## src/rtl/wb_port_arbiter.sv

```systemverilog
// Round-robin writeback arbiter: NREQ requesters share one register-file write port.
// Optional macro WBARB_LSU_PRIO_EN gives the top requester (LSU) absolute priority.
module wb_port_arbiter #(
  parameter int NREQ   = 4,
  parameter int DATA_W = 32
) (
  input  logic                   clk,
  input  logic                   rst_n,
  input  logic [NREQ-1:0]        req_valid,
  input  logic [5*NREQ-1:0]      req_rd,
  input  logic [DATA_W*NREQ-1:0] req_data,
  output logic [NREQ-1:0]        req_ready,
  input  logic                   wb_stall,
  output logic                   rf_we,
  output logic [4:0]             rf_waddr,
  output logic [DATA_W-1:0]      rf_wdata,
  output logic [31:0]            rf_wsel
);

  localparam int PTR_W = (NREQ > 1) ? $clog2(NREQ) : 1;
`ifdef WBARB_LSU_PRIO_EN
  localparam bit LSU_PRIO = 1'b1;
`else
  localparam bit LSU_PRIO = 1'b0;
`endif

  logic [PTR_W-1:0]  ptr_q, ptr_d;
  logic              rf_we_q, rf_we_d;
  logic [4:0]        rf_waddr_q, rf_waddr_d;
  logic [DATA_W-1:0] rf_wdata_q, rf_wdata_d;

  logic [NREQ-1:0]   grant;
  logic [PTR_W-1:0]  gnt_idx;
  logic              xfer;
  logic              lsu_gnt;
  logic [4:0]        sel_rd;
  logic [DATA_W-1:0] sel_data;

  // Grants are suppressed in reset and while stalled, so a reset-cycle transfer never happens.
  always_comb begin : arbitrate
    logic [PTR_W-1:0] idx;
    grant   = '0;
    gnt_idx = '0;
    xfer    = 1'b0;
    lsu_gnt = 1'b0;
    idx     = '0;
    if (rst_n && !wb_stall) begin
      if (LSU_PRIO && req_valid[NREQ-1]) begin
        grant[NREQ-1] = 1'b1;
        gnt_idx       = PTR_W'(NREQ - 1);
        xfer          = 1'b1;
        lsu_gnt       = 1'b1;
      end
      for (int k = 0; k < NREQ; k++) begin
        idx = PTR_W'((int'(ptr_q) + k) % NREQ);
        if (!xfer && req_valid[idx] && !(LSU_PRIO && int'(idx) == NREQ - 1)) begin
          grant[idx] = 1'b1;
          gnt_idx    = idx;
          xfer       = 1'b1;
        end
      end
    end
  end

  always_comb begin
    sel_rd   = '0;
    sel_data = '0;
    for (int i = 0; i < NREQ; i++) begin
      if (grant[i]) begin
        sel_rd   = req_rd[5*i +: 5];
        sel_data = req_data[DATA_W*i +: DATA_W];
      end
    end
  end

  always_comb begin
    ptr_d = ptr_q;
    if (xfer && !lsu_gnt) begin
      ptr_d = (int'(gnt_idx) == NREQ - 1) ? '0 : gnt_idx + PTR_W'(1);
    end
  end

  // A transfer to r0 is accepted but never written; address/data then hold.
  always_comb begin
    rf_we_d    = xfer && (sel_rd != 5'd0);
    rf_waddr_d = rf_we_d ? sel_rd   : rf_waddr_q;
    rf_wdata_d = rf_we_d ? sel_data : rf_wdata_q;
  end

  always_ff @(posedge clk) begin
    if (!rst_n) begin
      ptr_q      <= '0;
      rf_we_q    <= 1'b0;
      rf_waddr_q <= '0;
      rf_wdata_q <= '0;
    end else begin
      ptr_q      <= ptr_d;
      rf_we_q    <= rf_we_d;
      rf_waddr_q <= rf_waddr_d;
      rf_wdata_q <= rf_wdata_d;
    end
  end

  always_comb begin
    rf_wsel           = '0;
    rf_wsel[rf_waddr_q] = rf_we_q;
  end

  assign req_ready = grant;
  assign rf_we     = rf_we_q;
  assign rf_waddr  = rf_waddr_q;
  assign rf_wdata  = rf_wdata_q;

endmodule

```

## config.mk

```make
export PLATFORM = sky130hd
export DESIGN_NAME = wb_port_arbiter
export DESIGN_NICKNAME = d
export VERILOG_FILES = /design/src/rtl/wb_port_arbiter.sv
export SDC_FILE = /design/constraint.sdc
export NUM_CORES = 1
export LEC_CHECK = 0
export BUFFER_PORTS_ARGS = -buffer_cell sky130_fd_sc_hd__buf_2
export CORE_ASPECT_RATIO = 1.75
export CORE_UTILIZATION = 30
export CTS_CLUSTER_SIZE = 14
export DETAILED_ROUTE_END_ITERATION = 10
export HOLD_SLACK_MARGIN = 0.05
export SYNTH_ARGS = -nofsm -noshare
export SYNTH_HDL_FRONTEND = slang
export SYNTH_SLANG_ARGS = --single-unit
```

## constraint.sdc

```tcl
create_clock -name clk -period 6.27 [get_ports clk]
set_input_delay 1.254 -clock clk [delete_from_list [all_inputs] [get_ports clk]]
set_output_delay 1.254 -clock clk [all_outputs]
set_load 0.01 [all_outputs]
```

==> out/results.ini, run 1 <==
[yosys]
synthCells=444
ys_types=60
syn_area_um2=3350
syn_area_per_cell_um2=7.54
synth_nets=606
ys_ff_latch=40
synth_edf_count=0
yosysSeqAreaShare=0.239
synthArstFlopShare=0
synth-warning-count=0
ys.flop_type=dfxtp_1

[cells_and_area]
fillers=1174
final_design_area_no_fill_um2=4650
most-common-layout-cells=228 x buf_2, 74 x nor2_1, 43 x nand2_1, 42 x a21oi_1, 40 x dfxtp_1
layout.nets=810
final_common_cell=buf_2
diodes=0
layout-drive-gt1-share=0.404
synthToLayoutAreaGrowth_pct=39.0

[sta]
fin_tns_setup_ns=0
post-route-period-util=0.853
fmax_ghz=0.187
fin_crit_ns=5.35
slew_viol_final=0
hold-worst-slack_ns=0.459
setup_ws_ns=0.921
hold_viol_final=0
skew_ns=0.00194
setup_viol=0
rsz0062_at_grt=false
relSlewSlack=0.479
worst-slew-pin-transition_ns=0.781

[detailed_routing]
drcViolationCount=0
wirelength_mm=13.1
vias=4143
drt_iter0_markers=134
antenna_left=0
drt_first_pass_iters=4
vias_per_cell=5.32
wl_per_cell_um=16.8

[grt]
grt_pass1_wl_mm=18.9
gr-total-overflow=0
grt_usage=0.212
grt_pass1_vias=3807
antenna_found_initial=2
grt_max_degree=41

[die]
start_util=0.311
dieWidth_um=81.8
io_pins=229
dieArea_um2=11600
fp-row-count=50
chipHeight_um=142
core_um2=10800

[critical_path]
cp.buffers_inverters=4
reg2reg_from=ptr_q[0]$_SDFFE_PN0P_
worstSetupPathType=register to output pin
crit_family=buffers and inverters
end_kind=output pin
crit_slowest_cell=and2_1
critPathLaunchType=register
r2r-end=rf_waddr[1]$_SDFFE_PN0P_
critPathCapture=req_ready[1]
r2r_slack_ns=1.13
cp.arrival_ns=4.10
crit_path_max_fanout=23
slowest_delay_ns=0.66
path_depth=10
crit_start=ptr_q[0]$_SDFFE_PN0P_
worstPathRequired_ns=5.02
crit_chain=buf_4, inv_1, ha_1, mux2_2, mux2i_1, a2111oi_2, o2bb2ai_2, and2_1, buf_4, buf_2
worst_path_most_repeated_cell=buf_4
rr_worst_depth=14

[place]
dp_worst_setup_slack_ns=1.06
place_area_um2=4480
dp_hpwl_mm=10.2
routabilityCongestion=0.936
portBuffers=228

[cts]
clkLatencyLatePin_ns=0.28
cts_sinks=40
clkTransAtPathRegs_ns=0.06
numCtsBuffers=5
clk_path_buf_depth=2
h-tree-depth=2
ctsRootBufferMaster=clkbuf_16
cts_tree=built
postCtsSetupBuffers=0
postCtsHoldBufs=0
cts_resized=0

[power_and_ir_drop]
power_mw=1.46
power_leakage_nw=2.29
peakVddDrop_uv=132
powerDensity_nw_per_um2=314

[flow_run]
drv_cap=0

[hold_path]
hold_path_class=register to register

[outcome]
status=finished clean

==> registers in the layout, indices dropped and copies added (netlist names) <==
name	cells
rf_wdata	32
rf_we	1
rf_waddr	5
ptr_q	2
==> worst register-to-register path: cells and delay by family (launching register included) <==
kind | cells | cell delay, ns
buffers and inverters | 4 | 1.18
AO/OA/AOI/OAI | 5 | 1.10
AND/OR/NAND/NOR | 2 | 1.08
multiplexers | 2 | 0.82
adder cells (fa/ha/maj) | 1 | 0.55
flip-flops | 1 | 0.31
==> cell type report <==
| cell class | instances | area [µm²] | share of cell area |
|---|---|---|---|
| repair buffers | 236 | 1200 | 0.258 |
| multi-input cells | 348 | 2250 | 0.484 |
| clock buffers | 5 | 125 | 0.0269 |
| well taps | 130 | 163 | 0.0350 |
| inverters | 17 | 63.8 | 0.0137 |
| clock inverters | 3 | 46.3 | 0.00995 |
| flip-flops and latches | 40 | 801 | 0.172 |
==> metrics by stage <==
step / util / instances
global route: 0.432 / 779
detailed placement: 0.416 / 771
finish: 0.432 / 779
global placement: 0.416 / 771
CTS: 0.432 / 779
floorplan: - / 444
==> worst min path at each step <==
stage	start	end	slack, ns	cells after the start
global placement	rf_wdata[0]$_SDFFE_PN0P_	rf_wdata[0]$_SDFFE_PN0P_	0.44	2
floorplan	rf_wdata[24]$_SDFFE_PN0P_	rf_wdata[24]$_SDFFE_PN0P_	0.48	2
global route	rf_wdata[17]$_SDFFE_PN0P_	rf_wdata[17]$_SDFFE_PN0P_	0.48	2
CTS	rf_wdata[6]$_SDFFE_PN0P_	rf_wdata[6]$_SDFFE_PN0P_	0.46	2
detailed placement	rf_wdata[6]$_SDFFE_PN0P_	rf_wdata[6]$_SDFFE_PN0P_	0.45	2
finish	rf_wdata[6]$_SDFFE_PN0P_	rf_wdata[6]$_SDFFE_PN0P_	0.46	2
==> logic make-up (layout without fill, tap and decap cells) <==
family | after synthesis | after routing | synth area share
simple gates | 189 | 189 | 0.260
compound gates | 108 | 108 | 0.243
buf+inv | 56 | 261 | 0.0883
mux | 43 | 43 | 0.141
flops | 40 | 40 | 0.239
fa+ha+maj | 7 | 7 | 0.0262
xor+xnor | 1 | 1 | 0.00262
==> synthesized netlist by cell type (all sizes together) (3+ instances only) <==
cell type  count  area share
buf           15       0.042
mux4           3       0.020
mux2i         38        0.11
a31o           4       0.010
nand2         43       0.048
a221o          3      0.0090
o31ai          4       0.015
a221oi        33       0.086
inv           17       0.019
a21oi         42       0.063
o21ai          4      0.0060
nor3          34       0.051
clkbuf        24       0.027
nand3b         3      0.0067
or3            3      0.0056
nor2          75       0.085
nand3         11       0.018
nand2b         3      0.0056
and2           3      0.0056
dfxtp         40        0.24
ha             7       0.026
a31oi          3      0.0056
==> power breakdown <==
group / total, mW / leakage (nW) / internal (mW) / switching, mW
Combinational: 0.767 / 1.88 / 0.330 / 0.438
Clock: 0.297 / 0.0804 / 0.189 / 0.108
Sequential: 0.395 / 0.327 / 0.338 / 0.0573
==> metal layers <==
metal | part of all wire | track usage | routed length [µm] | vias to the layer above
li1 | - | - | - | 2023
met1 | 0.39 | 0.236 | 5060 | 1926
met2 | 0.52 | 0.374 | 6760 | 157
met3 | 0.064 | 0.0444 | 836 | 33
met4 | 0.031 | 0.0951 | 400 | 4
met5 | 0.0021 | 0 | 27 | -
Power figures use the tool's default switching activity.
==> inputs of run 2 (changes only) <==
--- a/config.mk
+++ b/config.mk
@@ -11,6 +11,8 @@
 export CTS_CLUSTER_SIZE = 14
 export DETAILED_ROUTE_END_ITERATION = 10
 export HOLD_SLACK_MARGIN = 0.05
+export RECOVER_POWER = 25
+export SETUP_SLACK_MARGIN = 0.3
 export SYNTH_ARGS = -nofsm -noshare
 export SYNTH_HDL_FRONTEND = slang
 export SYNTH_SLANG_ARGS = --single-unit
==> out/results.ini, run 2 (same netlist as run 1, synthesis figures left out) <==
[outcome]
status=finished clean

[cts]
clkLatencyLatePin_ns=0.28  ; about the same
numCtsBuffers=5  ; unchanged
cts_tree=built
clkTransAtPathRegs_ns=0.06  ; about the same
h-tree-depth=2  ; unchanged
cts_resized=0  ; unchanged
postCtsHoldBufs=0  ; unchanged
cts_sinks=40  ; unchanged
postCtsSetupBuffers=0  ; unchanged
clk_path_buf_depth=2  ; unchanged
ctsRootBufferMaster=clkbuf_16

[cells_and_area]
most-common-layout-cells=200 x buf_2, 74 x nor2_1, 43 x nand2_1, 42 x a21oi_1, 40 x dfxtp_1
finalNonFillerCells=779  ; unchanged
diodes=0  ; unchanged
final_common_cell=buf_2
layout.nets=810  ; unchanged
synthToLayoutAreaGrowth_pct=38.0
largest_reg_flops=32  ; unchanged
layout-drive-gt1-share=0.361  ; -0.0431

[critical_path]
crit_slowest_cell=and2_1
cp.arrival_ns=4.07  ; -0.03 ns
crit_start=ptr_q[0]$_SDFFE_PN0P_
critPathLaunchType=register
cp.buffers_inverters=4  ; unchanged
crit_path_max_fanout=23  ; unchanged
reg2reg_from=ptr_q[0]$_SDFFE_PN0P_
worstPathRequired_ns=5.02  ; about the same
worst_path_most_repeated_cell=buf_4
end_kind=output pin
crit_family=buffers and inverters
crit_chain=buf_4, inv_1, ha_1, mux2_2, mux2i_1, a2111oi_2, o2bb2ai_2, and2_1, buf_4, buf_2
slowest_delay_ns=0.66  ; about the same
worstSetupPathType=register to output pin

[detailed_routing]
routed-wl-met2_mm=6.74  ; -0.34%
met3_length_um=926  ; +11%
drt_iter0_markers=128  ; -4.5%
wl_per_cell_um=16.8  ; about the same
wl_met1_mm=5.00  ; -1.3%
antenna_left=0  ; unchanged
vias=4128  ; -0.36%
drt_first_pass_iters=4  ; unchanged
top_layer=met5
vias_per_cell=5.30  ; -0.36%
drcViolationCount=0  ; unchanged
wirelength_mm=13.1  ; about the same

[sta]
fmax_ghz=0.188  ; +0.46%
hold-worst-slack_ns=0.461  ; +0.00234 ns
post-route-period-util=0.849  ; -0.00394
worst-slew-pin-transition_ns=0.762  ; -0.0199 ns
relSlewSlack=0.492  ; +0.0133
fin_tns_setup_ns=0  ; unchanged
slew_viol_final=0  ; unchanged
rsz0062_at_grt=false
setup_viol=0  ; unchanged
skew_ns=0.00207  ; +0.000127 ns
fin_crit_ns=5.32  ; -0.0247 ns
hold_viol_final=0  ; unchanged

[grt]
grt_pass1_wl_mm=18.9  ; unchanged
gr-total-overflow=0  ; unchanged
grt_max_degree=41  ; unchanged
grt_usage=0.212  ; unchanged
grt_pass1_vias=3807  ; unchanged
antenna_found_initial=2  ; unchanged

[place]
portBuffers=228  ; unchanged
numPlacedInstances=771  ; unchanged
routabilityCongestion=0.936  ; unchanged
dp_hpwl_mm=10.2  ; unchanged

[hold_path]
hp-start=rf_wdata[6]$_SDFFE_PN0P_
hold_path_class=register to register

[power_and_ir_drop]
pwr-share-comb=0.520  ; -0.006
power_frac_clock=0.205  ; +0.002
power_mw=1.44  ; -1.1%
powerDensity_nw_per_um2=313  ; -0.31%
peakVddDrop_uv=129  ; -2.1%
p_switching_mw=0.603  ; about the same
p_seq_frac=0.275  ; +0.004
p_int_mw=0.841  ; -1.8%
swShare=0.418  ; +0.00463
power_leakage_nw=2.17  ; -5.1%

[die]
io_pins=229  ; unchanged
fp-row-count=50  ; unchanged
start_util=0.311  ; unchanged
chipHeight_um=142  ; unchanged
dieArea_um2=11600  ; unchanged
core_um2=10800  ; unchanged
dieWidth_um=81.8  ; unchanged

[flow_run]
drv_cap=0  ; unchanged

## run 2: cell count changes in the layout (fill, tap and decap cells not counted), sizes merged
cell	previous run	this run
buf	236	208
clkbuf	5	33
## run 2: metrics by stage
stage           util  area (µm²)  setup slack (ns)
2_1_floorplan      -        3350              1.51
3_3_place_gp   0.416        4480              1.19
3_5_place_dp   0.416        4480              1.06
4_1_cts        0.432        4650             0.940
5_1_grt        0.429        4620             0.663
6_report       0.429        4620             0.945
## run 2: worst register-to-register path, cell delays in order (launching register included)
cell	delay (ns)
dfxtp_1	0.31
buf_4	0.26
inv_1	0.22
ha_1	0.55
mux2_2	0.41
mux2i_1	0.40
a221o_1	0.27
a32oi_4	0.08
nor2_2	0.62
buf_4	0.37
a221oi_1	0.12
o31ai_2	0.37
and4bb_2	0.44
buf_4	0.33
a31o_1	0.27
## run 2: layer usage
layer / global-route usage / vias up
met5: 0 / -
met1: 0.236 / 1908
met4: 0.0951 / 4
met2: 0.374 / 158
met3: 0.0444 / 33
li1: - / 2025
## run 2: worst paths after layout
path	end	slack [ns]	depth (start not counted)
worst max-delay path	req_ready[1]	0.95	10
worst min-delay path	rf_wdata[6]$_SDFFE_PN0P_	0.46	2
worst max register to register	rf_waddr[1]$_SDFFE_PN0P_	1.15	14
worst min register to register	rf_wdata[6]$_SDFFE_PN0P_	0.46	2
## run 2: area by class of cell
class,count,area (µm²)
multi-input combinational,348,2250
tap,130,163
clock buffer,5,125
timing repair buffer,236,1170
fill,1185,6140
sequential,40,801
inverter,17,63.8
clock inverter,3,46.3
## run 2: power by group through the flow
stage	Combinational, mW	Sequential (mW)	Clock [mW]
after global routing	0.824	0.409	0.318
final	0.751	0.397	0.296
after CTS	0.775	0.396	0.308
after global placement	0.760	0.399	0
after detailed placement	0.769	0.401	0
after floorplan	0.550	0.429	0
==> inputs of run 3 (changes only) <==
==> constraint.sdc (replaced) <==
create_clock -name clk -period 5.5 [get_ports clk]
set_input_delay 1.1 -clock clk [delete_from_list [all_inputs] [get_ports clk]]
set_output_delay 1.1 -clock clk [all_outputs]
set_load 0.01 [all_outputs]
==> out/results.ini, run 3 (same netlist as run 1, synthesis figures left out) <==
[cts]
h-tree-depth=2  ; unchanged
ctsRootBufferMaster=clkbuf_16
clkLatencyLatePin_ns=0.28  ; about the same
cts_sinks=40  ; unchanged
postCtsHoldBufs=0  ; unchanged
cts_resized=0  ; unchanged
clk_path_buf_depth=2  ; unchanged
clkTransAtPathRegs_ns=0.06  ; about the same
cts_tree=built
postCtsSetupBuffers=0  ; unchanged
numCtsBuffers=5  ; unchanged

[cells_and_area]
synthToLayoutAreaGrowth_pct=37.8
finalNonFillerCells=781  ; +0.26%
final_common_cell=buf_2
layout-drive-gt1-share=0.362  ; +0.000984
largest_reg_flops=32  ; unchanged
fin_util=0.428  ; -0.000465
layout.nets=811  ; +0.12%
most-common-layout-cells=200 x buf_2, 74 x nor2_1, 43 x nand2_1, 42 x a21oi_1, 40 x dfxtp_1

[critical_path]
worstPathRequired_ns=5.71  ; +0.69 ns
crit_chain=inv_1, ha_1, mux2_2, mux2i_1, a2111oi_2, o2bb2ai_2, nor2_2, buf_4, a221o_1, a22oi_2, and4bb_2, buf_12, mux2i_1
rr_worst_depth=13  ; -1
crit_slowest_cell=dfxtp_1
cp.arrival_ns=4.96  ; +0.89 ns
r2r_slack_ns=0.75  ; -0.40 ns
worst_path_most_repeated_cell=mux2i_1
end_kind=register
slowest_delay_ns=0.64  ; -0.02 ns
crit_path_max_fanout=35  ; +52%
critPathLaunchType=register
r2r-end=rf_wdata[10]$_SDFFE_PN0P_
reg2reg_from=ptr_q[1]$_SDFFE_PN0P_
worstSetupPathType=register to register

[power_and_ir_drop]
powerDensity_nw_per_um2=350  ; +12%
peakVddDrop_uv=159  ; +23%
power_leakage_nw=2.18  ; +0.15%
power_mw=1.61  ; +12%

[detailed_routing]
antenna_left=0  ; unchanged
vias=4098  ; -0.73%
drcViolationCount=0  ; unchanged
wirelength_mm=13.1  ; about the same
wl_per_cell_um=16.8  ; -0.23%
drt_first_pass_iters=6  ; +2
drt_iter0_markers=144  ; +13%
vias_per_cell=5.25  ; -0.98%

[grt]
antenna_found_initial=1  ; -1
grt_usage=0.210  ; -0.00250
grt_max_degree=39  ; -4.9%
grt_pass1_vias=3752  ; -1.4%
grt_pass1_wl_mm=18.7  ; -1.5%
gr-total-overflow=0  ; unchanged

[place]
numPlacedInstances=772  ; +0.13%
routabilityCongestion=0.882  ; -5.8%
dp_hpwl_mm=10.5  ; +2.2%
portBuffers=228  ; unchanged

[sta]
post-route-period-util=0.863
fin_tns_setup_ns=0  ; unchanged
slew_viol_final=0  ; unchanged
relSlewSlack=0.602  ; +0.110
fmax_ghz=0.211
hold-worst-slack_ns=0.459  ; -0.00255 ns
hold_viol_final=0  ; unchanged
setup_viol=0  ; unchanged
worst-slew-pin-transition_ns=0.595  ; -0.167 ns
rsz0062_at_grt=false
fin_crit_ns=4.75
skew_ns=0.00351  ; +0.00144 ns

[hold_path]
hold_depth=2  ; unchanged
hold_path_class=register to register
min_to=rf_wdata[1]$_SDFFE_PN0P_
hp-start=rf_wdata[1]$_SDFFE_PN0P_

[flow_run]
drv_cap=0  ; unchanged

[die]
fp-row-count=50  ; unchanged
io_pins=229  ; unchanged
start_util=0.311  ; unchanged
chipHeight_um=142  ; unchanged
core_um2=10800  ; unchanged
dieArea_um2=11600  ; unchanged
dieWidth_um=81.8  ; unchanged

[outcome]
status=finished clean

run 3: changes by cell type in the layout (fill, tap and decap cells not counted):
| cell | delta |
|---|---|
| clkinvlp_4 | -1 |
| clkinv_4 | +1 |
| bufinv_16 | -1 |
| clkinv_2 | +2 |
| buf_12 | +1 |
| inv_6 | -1 |
| diode_2 | +1 |
run 3: routing by layer:
metal / global-route usage / routed length (µm) / up-vias / share of wire
li1: - / - / 2024 / -
met2: 0.390 / 7000 / 151 / 0.53
met1: 0.227 / 4940 / 1903 / 0.38
met5: 0 / 12 / - / 0.00092
met3: 0.0457 / 934 / 18 / 0.071
met4: 0.0637 / 214 / 2 / 0.016
run 3: worst max-delay path: cells and delay by family, from the launching register on:
family | cells | cell delay, ns
adder cells (fa/ha/maj) | 1 | 0.56
multiplexers | 3 | 1.07
flip-flops | 1 | 0.64
buffers and inverters | 3 | 0.69
AND/OR/NAND/NOR | 2 | 0.67
AO/OA/AOI/OAI | 4 | 1.03
run 3: stage by stage:
stage | instance area (µm²) | worst slack, ns
after floorplan | 3350 | 1.05
after global placement | 4500 | 0.977
after detailed placement | 4500 | 0.786
after CTS | 4640 | 0.762
after global routing | 4610 | 0.446
final | 4610 | 0.751
run 3: worst max path at each step:
stage	end	cells after the start	startpoint	slack (ns)
floorplan	req_ready[3]	8	req_valid[0]	1.05
global placement	rf_wdata[10]$_SDFFE_PN0P_	12	req_valid[3]	0.98
detailed placement	rf_wdata[10]$_SDFFE_PN0P_	13	ptr_q[1]$_SDFFE_PN0P_	0.79
CTS	rf_wdata[10]$_SDFFE_PN0P_	13	ptr_q[1]$_SDFFE_PN0P_	0.76
global route	rf_wdata[16]$_SDFFE_PN0P_	13	ptr_q[1]$_SDFFE_PN0P_	0.45
finish	rf_wdata[10]$_SDFFE_PN0P_	13	ptr_q[1]$_SDFFE_PN0P_	0.75
run 3: final cells by class:
| type | instances | area, µm² |
|---|---|---|
| Sequential cell | 40 | 801 |
| Antenna cell | 1 | 2.50 |
| Multi-Input combinational cell | 348 | 2250 |
| Tap cell | 130 | 163 |
| Inverter | 17 | 63.8 |
| Clock buffer | 5 | 125 |
| Fill cell | 1153 | 6150 |
| Clock inverter | 3 | 18.8 |
| Timing Repair Buffer | 237 | 1190 |
run 3: report_power, final:
| part | switching, mW | internal [mW] |
|---|---|---|
| Clock | 0.114 | 0.167 |
| Sequential | 0.0688 | 0.385 |
| Combinational | 0.507 | 0.370 |
